## src/rtl/pkg_display.sv

```systemverilog
// Shared display types and sizes for the 3-digit BCD scan path.
package pkg_display;

  localparam int N_DIG = 3;
  localparam int BCD_W = 4;
  localparam int CDU_W = N_DIG * BCD_W;

  // One-hot digit select; the encoding is the mux select itself.
  typedef enum logic [N_DIG-1:0] {
    DIG_U = 3'b001,
    DIG_D = 3'b010,
    DIG_C = 3'b100
  } dig_sel_t;

endpackage

```

## src/rtl/module_prescaler.sv

```systemverilog
// Free-running divider: pulses tick for one cycle every TICK_DIV clocks.
module module_prescaler #(
  parameter int TICK_DIV = 27_000
) (
  input  logic clk,
  input  logic rst,
  output logic tick
);

  localparam int CNT_W = $clog2(TICK_DIV) + 1;

  logic [CNT_W-1:0] cnt;

  assign tick = (cnt == CNT_W'(TICK_DIV - 1));

  // NOTE: state registers use non-blocking assignments so every flop samples pre-edge values.
  always_ff @(posedge clk or posedge rst) begin
    if (rst) begin
      cnt <= '0;
    end else if (tick) begin
      cnt <= '0;
    end else begin
      cnt <= cnt + CNT_W'(1);
    end
  end

endmodule

```

## src/rtl/module_scan_ctrl.sv

```systemverilog
// Scans U/D/C digits, snapshots the BCD word at frame boundaries via req/ack,
// and drives active-low anodes with optional leading-zero blanking.
module module_scan_ctrl
  import pkg_display::*;
#(
  parameter int TICK_DIV = 27_000
) (
  input  logic             clk,
  input  logic             rst,
  input  logic [CDU_W-1:0] cdu_in,
  input  logic             upd_req,
  input  logic             blank_lz,
  output logic             upd_ack,
  output logic [CDU_W-1:0] cdu_q,
  output logic [N_DIG-1:0] a,
  output logic [N_DIG-1:0] an_n,
  output logic             frame_tick
);

  dig_sel_t state;
  dig_sel_t next_state;
  logic     tick;
  logic     boundary;
  logic     blank_c;
  logic     blank_d;

  module_prescaler #(.TICK_DIV(TICK_DIV)) u_prescaler (
    .clk  (clk),
    .rst  (rst),
    .tick (tick)
  );

  // NOTE: every variable gets a default before the case so no latch is inferred.
  always_comb begin
    next_state = DIG_U;
    case (state)
      DIG_U:   next_state = tick ? DIG_D : DIG_U;
      DIG_D:   next_state = tick ? DIG_C : DIG_D;
      DIG_C:   next_state = tick ? DIG_U : DIG_C;
      default: next_state = DIG_U;
    endcase
  end

  always_ff @(posedge clk or posedge rst) begin
    if (rst) begin
      state <= DIG_U;
    end else begin
      state <= next_state;
    end
  end

  assign boundary = tick && (state == DIG_C);

  // Snapshot only moves on the C->U edge, so a frame never mixes old and new digits.
  always_ff @(posedge clk or posedge rst) begin
    if (rst) begin
      cdu_q      <= '0;
      upd_ack    <= 1'b0;
      frame_tick <= 1'b0;
    end else begin
      frame_tick <= boundary;
      upd_ack    <= boundary && upd_req;
      if (boundary && upd_req) begin
        cdu_q <= cdu_in;
      end
    end
  end

  assign a = state;

  // Blanking looks at the snapshot only; non-BCD nibbles count as non-zero.
  assign blank_c = blank_lz && (cdu_q[11:8] == 4'd0);
  assign blank_d = blank_c && (cdu_q[7:4] == 4'd0);
  assign an_n    = ~(a & ~{blank_c, blank_d, 1'b0});

endmodule
```

## config.mk

```make
export PLATFORM = sky130hd
export DESIGN_NAME = module_scan_ctrl
export DESIGN_NICKNAME = d
export VERILOG_FILES = /design/src/rtl/pkg_display.sv /design/src/rtl/module_prescaler.sv /design/src/rtl/module_scan_ctrl.sv
export SDC_FILE = /design/constraint.sdc
export NUM_CORES = 1
export LEC_CHECK = 0
export CELL_PAD_IN_SITES_DETAIL_PLACEMENT = 1
export CELL_PAD_IN_SITES_GLOBAL_PLACEMENT = 1
export CORE_ASPECT_RATIO = 0.7
export CORE_MARGIN = 3
export CORE_UTILIZATION = 38
export DETAILED_ROUTE_END_ITERATION = 8
export PLACE_DENSITY_LB_ADDON = 0.1
export SLEW_MARGIN = 20
export SYNTH_ARGS = -nofsm -noshare
export SYNTH_HDL_FRONTEND = slang
export SYNTH_HIERARCHICAL = 1
export SYNTH_SLANG_ARGS = --single-unit
export TNS_END_PERCENT = 50
```

## constraint.sdc

```tcl
create_clock -name clk -period 2.8 [get_ports clk]
set_clock_uncertainty 0.15 [all_clocks]
set_input_delay 0.56 -clock clk [delete_from_list [all_inputs] [get_ports clk]]
set_output_delay 0.56 -clock clk [all_outputs]
set_load 0.05 [all_outputs]
```

# After elaboration in Yosys (flattened, before gate mapping)
# Cells that the tools add are included.
# Widths: inputs -> output; s select.
[word_totals]
regBits = 33
out_inout_bits = 20
in_bits = 16
[classes]
add_sub_neg = 1
mux = 5
bitwise_logic = 3
reduce_logical = 6
eq_ne = 4
[ops]
columns = ["op", "n"]
rows = [
  ["$add 16x1->16 const B", 1],
  ["$eq 16x15->1 const B", 1],
  ["$mux 16", 1],
  ["$pmux 3 s3", 1],
  ["$logic_not 4->1", 2],
  ["$mux 3", 2],
  ["$not 3->3", 2],
  ["$logic_and 1x1->1", 4],
  ["$and 3x3->3", 1],
  ["$eq 3x1->1 const B", 1],
  ["$eq 3x2->1 const B", 1],
  ["$eq 3x3->1 const B", 1],
  ["$mux 2", 1],
]

# Longest topological paths before layout
[logic_depth]
depth_word = 6
ltp_mapped = 9
mapped_depth_nobuf = 7

# Hierarchy
# The synthesis kept the hierarchy.
[modules_own_cells]
columns = ["module", "area_per_inst_um2", "n_inst", "cells_per_inst", "seq_area_each_um2"]
rows = [
  ["module_prescaler", 754.5, 1, 71, 400.4],
  ["module_scan_ctrl", 724.4, 1, 51, 426.7],
]

# Least setup slack after synthesis
# OpenSTA, ideal clock, no wires.
[synth_path]
kind = "register to output"
from = "reg cdu_q[4]"
to = "out an_n[1]"
required_time_ns = 2.090
n_path_buf = 0
stages_incl_launch_ff = 3
arrival_ns = 2.215
path_slack_ns = -0.125
path_cell_list = "dfrtp_1 > or4_1 > o21ai_0"
[synth_between]
elab_chain_cells = 5
[synth_lines]
columns = ["element", "line_no", "rtl"]
rows = [
  ["start, declared", "module_scan_ctrl.sv:14", "output logic [CDU_W-1:0] cdu_q,"],
  ["start signal, assigned", "module_scan_ctrl.sv:64", "cdu_q <= cdu_in;"],
  ["$logic_not 4->1", "module_scan_ctrl.sv:73", "assign blank_d = blank_c && (cdu_q[7:4] == 4'd0);"],
  ["$logic_and 1x1->1", "module_scan_ctrl.sv:73", ""],
  ["$not 3->3", "module_scan_ctrl.sv:74", "assign an_n = ~(a & ~{blank_c, blank_d, 1'b0});"],
  ["$and 3x3->3", "module_scan_ctrl.sv:74", ""],
  ["$not 3->3", "module_scan_ctrl.sv:74", ""],
  ["end, declared", "module_scan_ctrl.sv:16", "output logic [N_DIG-1:0] an_n,"],
]
# No other way between the ends.

# Worst setup path in the final report
# Ends and elaborated chain as after synthesis.

==> flow_metrics.env <==
export IMPL_rsz0062_at_grt="false"
export IMPL_chipWidth_um=80.6
export IMPL_ys_ff_latch=33
export IMPL_slowest_stage="or4_1"
export IMPL_cts_htree_levels=2
export IMPL_switching_share_pct=18.7
export IMPL_synth_top_area_cell="dfrtp_1"
export IMPL_synthesis_area_sq_mm=0.00148
export IMPL_yosys_warnings=6
export IMPL_synthAdderAreaFrac_pct=0.846
export IMPL_synthTopCellsByCount="dfrtp_1, nor2_1, mux2_4"
export IMPL_grt_usage_pct=17.5
export IMPL_antenna_cells=0
export IMPL_synth_cells=122
export IMPL_worstPathCellList="or4_1 > o21ai_1 > buf_12"
export IMPL_holdBufCountCts=0
export IMPL_gp_congestion=0.754
export IMPL_ys_seq_area_share_pct=55.9
export IMPL_power_uw=966
export IMPL_die_h_um=58.2
export IMPL_io_buffers=35
export IMPL_worstSetupEndpointType="primary output"
export IMPL_synth_main_ff_cell="dfrtp_1"
export IMPL_start_kind="flop"
export IMPL_worstPathMaxFanout=3
export IMPL_synthDistinctLibCells=31
export IMPL_post_place_ws_ns=0.442
export IMPL_ant_nets=0
export IMPL_seqPwrFrac_pct=49.4
export IMPL_dp_hpwl_um=2740
export IMPL_rows=18
export IMPL_fmax_mhz=420
export IMPL_grt_pass1_wl_um=5930
export IMPL_numCtsBuffers=5
export IMPL_clk_pin_slew_ns=0.07
export IMPL_start_util_pct=40.8
export IMPL_internal_power_uw=786
export IMPL_synth_simple_area_share_pct=18.6
export IMPL_routed_wirelength_um=3600
export IMPL_synth_edf_count=0
export IMPL_clockRootBuffer="clkbuf_8"
export IMPL_period_minus_slack_ns=2.38
export IMPL_dieArea_sq_mm=0.00469
export IMPL_vdd_ir_drop_max_uv=494
export IMPL_synth_compound_area_share_pct=1.86
export IMPL_overflow=0
export IMPL_placed_cell_area_sq_mm=0.00189
export IMPL_drc=0
export IMPL_hold_viol_final=0
export IMPL_area_delta_synth_final_pct=35.5
export IMPL_finalNetCount=180
export IMPL_vias=1048
export IMPL_antenna_found_initial=0
export IMPL_maxSlewViolCount=0
export IMPL_clk_path_buf_depth=2
export IMPL_setup_slack_ns=0.416
export IMPL_viasPerCell=4.90
export IMPL_p_switching_uw=180
export IMPL_crit_required_ns=2.09
export IMPL_drt_initial_drc_count=41
export IMPL_powerDensity_mw_per_mm2=482
export IMPL_critPathKind="flop to primary output"
export IMPL_grt_max_degree=18
export IMPL_post_drt_wl_per_cell_um=16.8
export IMPL_cts_tree="built"
export IMPL_syn_num_nets=139
export IMPL_clk_latency_ns=0.28
export IMPL_avgSynthCellArea_sq_um=12.1
export IMPL_hp_class="flop to flop"
export IMPL_arrival_ns=1.67
export IMPL_core_area_sq_mm=0.00363
export IMPL_cp_num_buf_inv=1
export IMPL_comb_power_share_pct=3.3
export IMPL_final_area_sq_mm=0.00200
export IMPL_p_leak_uw=0.000946
export IMPL_cpLargestDelayFamily="simple AND/OR/NAND/NOR gates"
export IMPL_io_pins=36
export IMPL_cts_resized=0
export IMPL_relSlewSlack_pct=57.5
export IMPL_first_pass_iters=4
export IMPL_clkPwrFrac_pct=47.4
export IMPL_synth_top_family_by_area="simple AND/OR/NAND/NOR gates"
export IMPL_setup_violations=0
export IMPL_reg2reg_slack_ns=0.45
export IMPL_synth_top_cells_by_area="dfrtp_1, mux2_4, xnor2_1"
export IMPL_clock_sinks=33
export IMPL_post_route_util_pct=55.3
export IMPL_drive_gt1_share_pct=17.7
export IMPL_synthMuxAreaShare_pct=11.4
export IMPL_post_cts_buffers=0
export IMPL_tightest_slew_ns=0.637
export IMPL_grt_pass1_vias=1185
export IMPL_yosysMostFrequentCell="dfrtp_1"
export IMPL_period_share_pct=85.1
export IMPL_outcome="completed"
export IMPL_synth_top_cell_area_share_pct=54.1
export IMPL_synthArstFlopShare_pct=100
export IMPL_cpPeakStageDelay_ns=0.57
export IMPL_synth_xor_area_share_pct=8.29
export IMPL_tns_ns=0
export IMPL_maxCapViolCount=0
## stage by stage
stage | instances | hold slack [ns]
CTS | 214 | 0.344
global route | 214 | 0.343
detailed placement | 206 | 0.333
finish | 214 | 0.340
global placement | 206 | 0.313
floorplan | 122 | 0.293
## layer usage
layer	up-vias	part of all wire [%]	global-route usage, %	wire (um)
li1	498	-	-	-
met1	521	45	22.3	1620
met2	21	49	28.5	1770
met3	8	4.2	4.97	150
met4	0	1.8	6.51	64
met5	-	0	0	0
## cell type report
| class | count | area (sq um) |
|---|---|---|
| multi-input cells | 80 | 607 |
| flip-flops and latches | 33 | 827 |
| repair buffers | 36 | 365 |
| fillers | 373 | 1620 |
| well taps | 50 | 62.6 |
| clock buffers | 7 | 86.3 |
| inverters | 7 | 26.3 |
| clock inverters | 1 | 30.0 |
## worst reg2reg max path: cells and delay by family (launching register included)
kind                     cells  cell delay [ns]
adder cells (fa/ha/maj)      1             0.22
AND/OR/NAND/NOR              5             1.07
flip-flops                   1             0.40
multiplexers                 1             0.39
## kinds of logic after synthesis
family	Yosys count
adder cells (fa/ha/maj)	1
AO/OA/AOI/OAI	5
buffers and inverters	9
multiplexers	12
flip-flops	33
AND/OR/NAND/NOR	48
XOR/XNOR	14
## registers in the layout (all words and copies together) (netlist names)
register / count
frame_tick: 1
a: 3
upd_ack: 1
u_prescaler/cnt: 16
cdu_q: 12
## final timing paths
path / start / to / depth (start not counted)
max: cdu_q[4]$_DFFE_PP0P_ / an_n[1] / 3
min: u_prescaler/cnt[15]$_DFF_PP0_ / u_prescaler/cnt[15]$_DFF_PP0_ / 1
min in group asynchronous: rst / u_prescaler/cnt[3]$_DFF_PP0_ / 2
max in group asynchronous: rst / cdu_q[11]$_DFFE_PP0P_ / 2
max reg2reg: u_prescaler/cnt[0]$_DFF_PP0_ / cdu_q[5]$_DFFE_PP0P_ / 7
min reg2reg: u_prescaler/cnt[15]$_DFF_PP0_ / u_prescaler/cnt[15]$_DFF_PP0_ / 1
## power groups by stage
stage	clock (uW)	combinational, uW	sequential, uW
final	457	31.6	477
after global routing	503	35.8	476
after CTS	471	32.9	477
after detailed placement	0	32.6	486
after global placement	0	32.1	486
after floorplan	0	8.01	486
## layout by cell type (no fill, tap or decap), types with 2 or more instances in the layout
cell	Yosys	final
inv_1	7	7
dfrtp_1	32	32
nor4_2	3	3
mux2_4	9	9
a21oi_1	2	2
clkdlybuf4s50_1	0	33
mux2_2	3	3
buf_4	1	2
clkbuf_8	0	6
xor2_1	6	6
nor4_1	3	3
nor2_1	15	15
nor2b_1	2	2
xnor2_1	8	8
nand4_1	3	3
nand2_1	5	5
nand3_1	6	6
No activity file was read; power rests on OpenSTA's default activity.
